### src/rtl/my_mc_ctrl_if.sv
// my_mc_ctrl_if: IR fields, shared-memory handshake and datapath controls around the multi-cycle sequencer.
// slave = sequencer side, master = IR/memory/datapath side.
interface my_mc_ctrl_if;
  logic [6:0]  opcode;
  logic [2:0]  funct3;
  logic        funct7_5;
  logic        mem_ready;
  logic        mem_req;
  logic        mem_we;
  logic        mem_sel_data;
  logic        IR_write;
  logic        PC_write;
  logic [3:0]  ALU_Control;
  logic [1:0]  ImmSel;
  logic [1:0]  MemtoReg;
  logic        ALUSrc_B;
  logic        Jump;
  logic        Branch;
  logic        InverseBranch;
  logic        RegWrite;
  logic        illegal;
  logic [2:0]  state;
  logic [31:0] cycle_cnt;
  logic [31:0] retire_cnt;

  modport slave (
    input  opcode, funct3, funct7_5, mem_ready,
    output mem_req, mem_we, mem_sel_data, IR_write, PC_write, ALU_Control, ImmSel, MemtoReg,
           ALUSrc_B, Jump, Branch, InverseBranch, RegWrite, illegal, state, cycle_cnt, retire_cnt
  );

  modport master (
    output opcode, funct3, funct7_5, mem_ready,
    input  mem_req, mem_we, mem_sel_data, IR_write, PC_write, ALU_Control, ImmSel, MemtoReg,
           ALUSrc_B, Jump, Branch, InverseBranch, RegWrite, illegal, state, cycle_cnt, retire_cnt
  );
endinterface

### src/rtl/my_mc_ctrl.sv
// my_mc_ctrl: FETCH/DECODE/EXEC/MEM/WB sequencer for an RV32 datapath sharing one single-port memory.
// Define MC_CTRL_PERF_EN to build the cycle/retire performance counters.
module my_mc_ctrl (
  input  logic        clk,
  input  logic        rst,
  my_mc_ctrl_if.slave bus
);
  localparam logic [2:0] S_FETCH  = 3'd0;
  localparam logic [2:0] S_DECODE = 3'd1;
  localparam logic [2:0] S_EXEC   = 3'd2;
  localparam logic [2:0] S_MEM    = 3'd3;
  localparam logic [2:0] S_WB     = 3'd4;
  localparam logic [2:0] S_TRAP   = 3'd5;

  localparam logic [6:0] OP_R   = 7'b0110011;
  localparam logic [6:0] OP_I   = 7'b0010011;
  localparam logic [6:0] OP_LD  = 7'b0000011;
  localparam logic [6:0] OP_ST  = 7'b0100011;
  localparam logic [6:0] OP_BR  = 7'b1100011;
  localparam logic [6:0] OP_JAL = 7'b1101111;

  localparam logic [3:0] ALU_AND = 4'b0000;
  localparam logic [3:0] ALU_OR  = 4'b0001;
  localparam logic [3:0] ALU_ADD = 4'b0010;
  localparam logic [3:0] ALU_XOR = 4'b0011;
  localparam logic [3:0] ALU_SRL = 4'b0101;
  localparam logic [3:0] ALU_SUB = 4'b0110;
  localparam logic [3:0] ALU_SLT = 4'b0111;
  localparam logic [3:0] ALU_SLL = 4'b1001;
  localparam logic [3:0] ALU_SRA = 4'b1101;

  logic [2:0] r_state;
  logic [2:0] w_next;
  logic       w_is_r, w_is_i, w_is_ld, w_is_st, w_is_br, w_is_jal, w_br_ok, w_supported, w_alu_hold;
  logic [3:0] w_alu_op;
  logic       w_mem_req, w_mem_we, w_mem_sel, w_ir_write, w_pc_write, w_reg_write;
  logic       w_src_b, w_jump, w_branch, w_inv, w_illegal;
  logic [1:0] w_imm_sel, w_mem_to_reg;
  logic [3:0] w_alu_ctl;

  // funct7_5 only selects SUB for R-type; for shifts it picks SRA in both R and I forms.
  function automatic logic [3:0] alu_decode(input logic is_r, input logic [2:0] f3, input logic f75);
    logic [3:0] res;
    case (f3)
      3'b000:  res = (is_r && f75) ? ALU_SUB : ALU_ADD;
      3'b001:  res = ALU_SLL;
      3'b010:  res = ALU_SLT;
      3'b100:  res = ALU_XOR;
      3'b101:  res = f75 ? ALU_SRA : ALU_SRL;
      3'b110:  res = ALU_OR;
      3'b111:  res = ALU_AND;
      default: res = ALU_ADD;
    endcase
    return res;
  endfunction

  assign w_is_r      = (bus.opcode == OP_R);
  assign w_is_i      = (bus.opcode == OP_I);
  assign w_is_ld     = (bus.opcode == OP_LD);
  assign w_is_st     = (bus.opcode == OP_ST);
  assign w_is_br     = (bus.opcode == OP_BR);
  assign w_is_jal    = (bus.opcode == OP_JAL);
  assign w_br_ok     = w_is_br && (bus.funct3[2:1] == 2'b00);
  assign w_supported = w_is_r || w_is_i || w_is_ld || w_is_st || w_is_br || w_is_jal;
  assign w_alu_op    = alu_decode(w_is_r, bus.funct3, bus.funct7_5);

  // State register
  always_ff @(posedge clk or negedge rst) begin
    if (!rst) begin
      r_state <= S_FETCH;
    end else begin
      r_state <= w_next;
    end
  end

  // Next-state decode
  always_comb begin
    w_next = S_FETCH;
    case (r_state)
      S_FETCH:  w_next = bus.mem_ready ? S_DECODE : S_FETCH;
      S_DECODE: w_next = w_supported ? S_EXEC : S_TRAP;
      S_EXEC: begin
        if (w_is_ld || w_is_st)    w_next = S_MEM;
        else if (w_is_r || w_is_i) w_next = S_WB;
        else if (w_br_ok || w_is_jal) w_next = S_FETCH;
        else                       w_next = S_TRAP;
      end
      S_MEM:    w_next = bus.mem_ready ? (w_is_st ? S_FETCH : S_WB) : S_MEM;
      S_WB:     w_next = S_FETCH;
      S_TRAP:   w_next = S_TRAP;
      default:  w_next = S_FETCH;
    endcase
  end

  // Output decode; everything is forced low while reset is held
  always_comb begin
    w_mem_req = 1'b0; w_mem_we = 1'b0; w_mem_sel = 1'b0; w_ir_write = 1'b0; w_pc_write = 1'b0;
    w_reg_write = 1'b0; w_src_b = 1'b0; w_jump = 1'b0; w_branch = 1'b0; w_inv = 1'b0;
    w_illegal = 1'b0; w_imm_sel = 2'b00; w_mem_to_reg = 2'b00; w_alu_ctl = 4'b0000; w_alu_hold = 1'b0;
    if (!rst) begin
      w_alu_hold = 1'b0;
    end else begin
      case (r_state)
        S_FETCH: begin
          w_mem_req  = 1'b1;
          w_ir_write = bus.mem_ready;
        end
        S_DECODE: w_alu_hold = 1'b0;
        S_EXEC: begin
          w_alu_hold = 1'b1;
          if (w_br_ok) begin
            w_pc_write = 1'b1; w_branch = 1'b1; w_inv = bus.funct3[0];
          end else if (w_is_jal) begin
            w_pc_write = 1'b1; w_jump = 1'b1; w_reg_write = 1'b1; w_mem_to_reg = 2'd2;
          end else begin
            w_jump = 1'b0;
          end
        end
        S_MEM: begin
          w_alu_hold = 1'b1;
          w_mem_req  = 1'b1;
          w_mem_sel  = 1'b1;
          w_mem_we   = w_is_st;
          w_pc_write = w_is_st && bus.mem_ready;
        end
        S_WB: begin
          w_alu_hold   = w_is_r || w_is_i;
          w_reg_write  = 1'b1;
          w_pc_write   = 1'b1;
          w_mem_to_reg = {1'b0, w_is_ld};
        end
        S_TRAP:  w_illegal = 1'b1;
        default: w_illegal = 1'b0;
      endcase
      // ALU/immediate selection stays put from EXEC through MEM/WB so the address and operands hold
      if (w_alu_hold) begin
        if (w_is_r || w_is_i)       w_alu_ctl = w_alu_op;
        else if (w_is_ld || w_is_st) w_alu_ctl = ALU_ADD;
        else if (w_br_ok)           w_alu_ctl = ALU_SUB;
        else                        w_alu_ctl = 4'b0000;
        w_src_b = w_is_i || w_is_ld || w_is_st;
        if (w_is_st)       w_imm_sel = 2'b01;
        else if (w_br_ok)  w_imm_sel = 2'b10;
        else if (w_is_jal) w_imm_sel = 2'b11;
        else               w_imm_sel = 2'b00;
      end else begin
        w_alu_ctl = 4'b0000;
      end
    end
  end

  assign bus.state         = r_state;
  assign bus.mem_req       = w_mem_req;
  assign bus.mem_we        = w_mem_we;
  assign bus.mem_sel_data  = w_mem_sel;
  assign bus.IR_write      = w_ir_write;
  assign bus.PC_write      = w_pc_write;
  assign bus.ALU_Control   = w_alu_ctl;
  assign bus.ImmSel        = w_imm_sel;
  assign bus.MemtoReg      = w_mem_to_reg;
  assign bus.ALUSrc_B      = w_src_b;
  assign bus.Jump          = w_jump;
  assign bus.Branch        = w_branch;
  assign bus.InverseBranch = w_inv;
  assign bus.RegWrite      = w_reg_write;
  assign bus.illegal       = w_illegal;

`ifdef MC_CTRL_PERF_EN
  logic [31:0] r_cycle_cnt;
  logic [31:0] r_retire_cnt;

  // Performance counters; a retire is exactly the cycle carrying PC_write
  always_ff @(posedge clk or negedge rst) begin
    if (!rst) begin
      r_cycle_cnt  <= 32'd0;
      r_retire_cnt <= 32'd0;
    end else begin
      if (r_state != S_TRAP) r_cycle_cnt <= r_cycle_cnt + 32'd1;
      else                   r_cycle_cnt <= r_cycle_cnt;
      if (w_pc_write) r_retire_cnt <= r_retire_cnt + 32'd1;
      else            r_retire_cnt <= r_retire_cnt;
    end
  end

  assign bus.cycle_cnt  = r_cycle_cnt;
  assign bus.retire_cnt = r_retire_cnt;
`else
  assign bus.cycle_cnt  = 32'd0;
  assign bus.retire_cnt = 32'd0;
`endif
endmodule
### src/flat_wrapper.sv
// flat-port wrapper written by rule: the top's interface ports become plain ports
module my_mc_ctrl_flat 
  (clk, rst, bus_opcode, bus_funct3, bus_funct7_5, bus_mem_ready, bus_mem_req, bus_mem_we, bus_mem_sel_data, bus_IR_write, bus_PC_write, bus_ALU_Control, bus_ImmSel, bus_MemtoReg, bus_ALUSrc_B, bus_Jump, bus_Branch, bus_InverseBranch, bus_RegWrite, bus_illegal, bus_state, bus_cycle_cnt, bus_retire_cnt);
  my_mc_ctrl_if bus_i ();
  input  logic clk;
  input  logic rst;
  input wire logic [$bits(bus_i.opcode)-1:0] bus_opcode;
  input wire logic [$bits(bus_i.funct3)-1:0] bus_funct3;
  input wire logic [$bits(bus_i.funct7_5)-1:0] bus_funct7_5;
  input wire logic [$bits(bus_i.mem_ready)-1:0] bus_mem_ready;
  output wire logic [$bits(bus_i.mem_req)-1:0] bus_mem_req;
  output wire logic [$bits(bus_i.mem_we)-1:0] bus_mem_we;
  output wire logic [$bits(bus_i.mem_sel_data)-1:0] bus_mem_sel_data;
  output wire logic [$bits(bus_i.IR_write)-1:0] bus_IR_write;
  output wire logic [$bits(bus_i.PC_write)-1:0] bus_PC_write;
  output wire logic [$bits(bus_i.ALU_Control)-1:0] bus_ALU_Control;
  output wire logic [$bits(bus_i.ImmSel)-1:0] bus_ImmSel;
  output wire logic [$bits(bus_i.MemtoReg)-1:0] bus_MemtoReg;
  output wire logic [$bits(bus_i.ALUSrc_B)-1:0] bus_ALUSrc_B;
  output wire logic [$bits(bus_i.Jump)-1:0] bus_Jump;
  output wire logic [$bits(bus_i.Branch)-1:0] bus_Branch;
  output wire logic [$bits(bus_i.InverseBranch)-1:0] bus_InverseBranch;
  output wire logic [$bits(bus_i.RegWrite)-1:0] bus_RegWrite;
  output wire logic [$bits(bus_i.illegal)-1:0] bus_illegal;
  output wire logic [$bits(bus_i.state)-1:0] bus_state;
  output wire logic [$bits(bus_i.cycle_cnt)-1:0] bus_cycle_cnt;
  output wire logic [$bits(bus_i.retire_cnt)-1:0] bus_retire_cnt;
  assign bus_i.opcode = bus_opcode;
  assign bus_i.funct3 = bus_funct3;
  assign bus_i.funct7_5 = bus_funct7_5;
  assign bus_i.mem_ready = bus_mem_ready;
  assign bus_mem_req = bus_i.mem_req;
  assign bus_mem_we = bus_i.mem_we;
  assign bus_mem_sel_data = bus_i.mem_sel_data;
  assign bus_IR_write = bus_i.IR_write;
  assign bus_PC_write = bus_i.PC_write;
  assign bus_ALU_Control = bus_i.ALU_Control;
  assign bus_ImmSel = bus_i.ImmSel;
  assign bus_MemtoReg = bus_i.MemtoReg;
  assign bus_ALUSrc_B = bus_i.ALUSrc_B;
  assign bus_Jump = bus_i.Jump;
  assign bus_Branch = bus_i.Branch;
  assign bus_InverseBranch = bus_i.InverseBranch;
  assign bus_RegWrite = bus_i.RegWrite;
  assign bus_illegal = bus_i.illegal;
  assign bus_state = bus_i.state;
  assign bus_cycle_cnt = bus_i.cycle_cnt;
  assign bus_retire_cnt = bus_i.retire_cnt;
  my_mc_ctrl u_core (.clk(clk), .rst(rst), .bus(bus_i));
endmodule
### config.mk
export PLATFORM = sky130hd
export DESIGN_NAME = my_mc_ctrl_flat
export DESIGN_NICKNAME = d
export VERILOG_FILES = /design/src/rtl/my_mc_ctrl_if.sv /design/src/rtl/my_mc_ctrl.sv /design/src/flat_wrapper.sv
export SDC_FILE = /design/constraint.sdc
export NUM_CORES = 1
export LEC_CHECK = 0
export CAP_MARGIN = 20
export CELL_PAD_IN_SITES_DETAIL_PLACEMENT = 0
export CELL_PAD_IN_SITES_GLOBAL_PLACEMENT = 2
export CORE_MARGIN = 2
export CORE_UTILIZATION = 16
export DETAILED_ROUTE_END_ITERATION = 7
export PLACE_DENSITY = 0.91
export REMOVE_ABC_BUFFERS = 1
export SKIP_LAST_GASP = 1
export SYNTH_ARGS = -nofsm -noshare
export SYNTH_HDL_FRONTEND = slang
export SYNTH_SLANG_ARGS = --single-unit
### constraint.sdc
create_clock -name clk -period 3.56 [get_ports clk]
set_input_delay 0.534 -clock clk [delete_from_list [all_inputs] [get_ports clk]]
set_output_delay 0.534 -clock clk [all_outputs]
set_load 0.05 [all_outputs]
==> flow_summary.yaml, run 1 <==
synth:
  ys_seq_elements: 3
  syn_area_um2: 1100
  synth.yosys.seq_area_share_pct: 6.83
  async_flop_share_pct: 100
  synth.avg_cell_area_um2: 7.28
  yosysUniqueCellTypes: 43
  synth_edf_count: 0
  synthFlopType: "dfrtp_1"
  syn_inst: 151
  yosys_warnings: 0
grt:
  met3_usage_pct: 1.14
  grt_antenna_before_repair: 0
  grt_use_met1_pct: 9.81
  met2_usage_pct: 11.0
  busiest_layer: "met2"
  grt-ovfl-total: 0
  grt_pass1_wl_um: 4370
  grt_max_degree: 13
  grt_usage_pct: 7.32
  grt_pass1_vias: 889
sta:
  maxSlewViolCount: 0
  setup_violations: 0
  tns_ns: 0
  fmax_mhz: 305
  rsz0062_at_grt: "false"
  fin_worst_skew_ns: 0.000159
  hold_violations: 0
  worst-slew-pin-transition_ns: 0.519
  slew_headroom_pct: 65.3
  min_period_over_period_pct: 92.2
  fin_crit_ns: 3.28
place:
  gp_congestion: 0.860
  dpl.hpwl_um: 2310
  place_inst: 263
  port-buffer-count: 35
layout:
  layoutNonFillerInstCount: 267
  drive_above_1_share_pct: 15.5
  largest_register_ff_count: 3
  antenna_cells: 0
  final_util_pct: 20.0
  fill_cells: 756
  syn_to_final_growth_pct: 22.2
  fin_nets: 202
clocking:
  htree_levels: 1
  cts_tree: "built"
  hold_buffers: 0
  cts_resized: 0
  cts.path.max_buffers: 2
  cts_sinks: 3
  postCtsSetupBuffers: 0
  clk_pin_slew_ns: 0.03
  insertion_delay_ns: 0.21
  cts_root_buffer: "clkbuf_8"
  cts_buffers: 3
routing:
  drt-vias-per-instance: 3.70
  vias: 988
  finalWirelength_um: 2780
  post_drt_wl_per_cell_um: 10.4
  dr.pass1.iters: 6
  first_iter_violations: 22
  route.detailed.drc: 0
  drtAntennaViolNets: 0
power:
  cellPowerDensity_nw_per_um2: 413
  leakage_nw: 0.593
  ir_drop_mv: 0.0836
floorplanning:
  die_area_um2: 7550
  start_util_pct: 16.4
  rows: 30
  die_x_um: 86.9
  core_area_um2: 6720
  io_pins: 100
  die_h_um: 86.9
worst_setup_path:
  worstSetupEndpointType: "output pin"
  arrival_ns: 2.75
  worstPathMaxFanout: 8
  startpoint_type: "input pin"
  worstPathRequired_ns: 3.03
  worstSetupPathType: "in -> out"
status:
  status: "finished, final reports clean"
hold_path:
  hp-class: "reg -> reg"
job:
  drv_cap: 0
-- final cells by class --
cell class,instances,area [µm²],area share (%)
Clock buffer,4,45.0,3.35
Inverter,2,7.51,0.559
Timing Repair Buffer,39,370,27.6
Multi-Input combinational cell,139,746,55.5
Sequential cell,3,75.1,5.59
Tap cell,80,100,7.45
-- per-stage QoR --
step	power (mW)	setup slack, ns	instance area, µm²	hold slack [ns]
floorplan	0.357	-0.199	828	0.238
global placement	0.459	0.354	1300	0.673
detailed placement	0.459	0.302	1300	0.680
CTS	0.560	0.285	1340	0.687
global route	0.588	0.0888	1340	0.742
finish	0.555	0.277	1340	0.684
-- cells by family after synthesis --
family / Yosys count / synth area share, %
AND/OR/NAND/NOR: 53 / 29.4
buffers and inverters: 72 / 46.9
XOR/XNOR: 1 / 0.797
other: 1 / 0.341
multiplexers: 1 / 1.02
flip-flops: 3 / 6.83
AO/OA/AOI/OAI: 20 / 14.8
-- worst max-delay path, stage by stage --
cell,delay [ns]
clkdlybuf4s50_1,0.54
nand3b_2,0.33
nor2_1,0.19
nand3_1,0.15
nor3_1,0.17
clkdlybuf4s50_1,0.84
-- path summary, 6_finish.rpt --
check | startpoint | endpoint | slack, ns | cells past startpoint
worst min register to register | u_core.bus.state[2]$_DFF_PN0_ | u_core.bus.state[1]$_DFF_PN0_ | 0.68 | 1
worst max-delay path | bus_opcode[4] | bus_Jump | 0.28 | 6
worst max register to register | u_core.bus.state[2]$_DFF_PN0_ | u_core.bus.state[0]$_DFF_PN0_ | 2.17 | 3
max in group asynchronous | rst | u_core.bus.state[2]$_DFF_PN0_ | 2.72 | 2
worst min-delay path | u_core.bus.state[2]$_DFF_PN0_ | u_core.bus.state[1]$_DFF_PN0_ | 0.68 | 1
min in group asynchronous | rst | u_core.bus.state[0]$_DFF_PN0_ | 0.74 | 2
-- placed cells by master (no fill, tap or decap), drive strengths merged, types with 3 or more instances in the layout --
master / synthesis / routed
a211oi: 3 / 3
a21oi: 3 / 3
buf: 68 / 18
clkbuf: 2 / 4
clkdlybuf4s50: 0 / 21
conb: 1 / 64
dfrtp: 3 / 3
nand2: 6 / 6
nand2b: 4 / 4
nand3: 3 / 3
nor2: 10 / 10
nor2b: 4 / 4
nor3: 7 / 7
nor4b: 3 / 3
-- where the power goes --
group / total (mW) / switching, mW / internal (mW)
sequential: 0.0744 / 0.0299 / 0.0445
clock: 0.0963 / 0.0201 / 0.0761
combinational: 0.384 / 0.292 / 0.0928
total: 0.555 / 0.342 / 0.213
-- layer usage --
layer / wire (µm) / share of wire, % / up-vias
met3: 228 / 8.2 / 2
li1: - / - / 468
met4: 23 / 0.83 / 0
met5: 0 / 0 / -
met2: 1280 / 46 / 63
met1: 1250 / 45 / 455
-- cells in the mapped netlist (2+ instances only) --
cell type | count | share of area [%]
nand2b_1 | 4 | 2.3
nand3_1 | 3 | 1.4
and4bb_2 | 2 | 2.3
nor3b_1 | 2 | 1.4
nor2b_1 | 4 | 2.3
buf_4 | 64 | 44
inv_1 | 2 | 0.68
nor4_1 | 2 | 1.1
a21oi_1 | 3 | 1.4
clkbuf_1 | 2 | 0.68
nor2_1 | 10 | 3.4
nand2_1 | 6 | 2.0
nor3_1 | 7 | 3.2
a211oi_1 | 2 | 1.4
dfrtp_1 | 3 | 6.8
a22o_1 | 2 | 1.6
o31ai_1 | 2 | 1.4
nor4b_1 | 3 | 2.4
buf_2 | 4 | 1.8
Note: power is estimated with default switching activity, not from simulation.
==> run 2: changes to the inputs <==
--- a/config.mk
+++ b/config.mk
@@ -14,6 +14,7 @@
 export PLACE_DENSITY = 0.91
 export REMOVE_ABC_BUFFERS = 1
 export SKIP_LAST_GASP = 1
+export SLEW_MARGIN = 15
 export SYNTH_ARGS = -nofsm -noshare
 export SYNTH_HDL_FRONTEND = slang
 export SYNTH_SLANG_ARGS = --single-unit
==> results of run 2 <==
No change in the layout: final DEF, timing and power equal those of run 1.
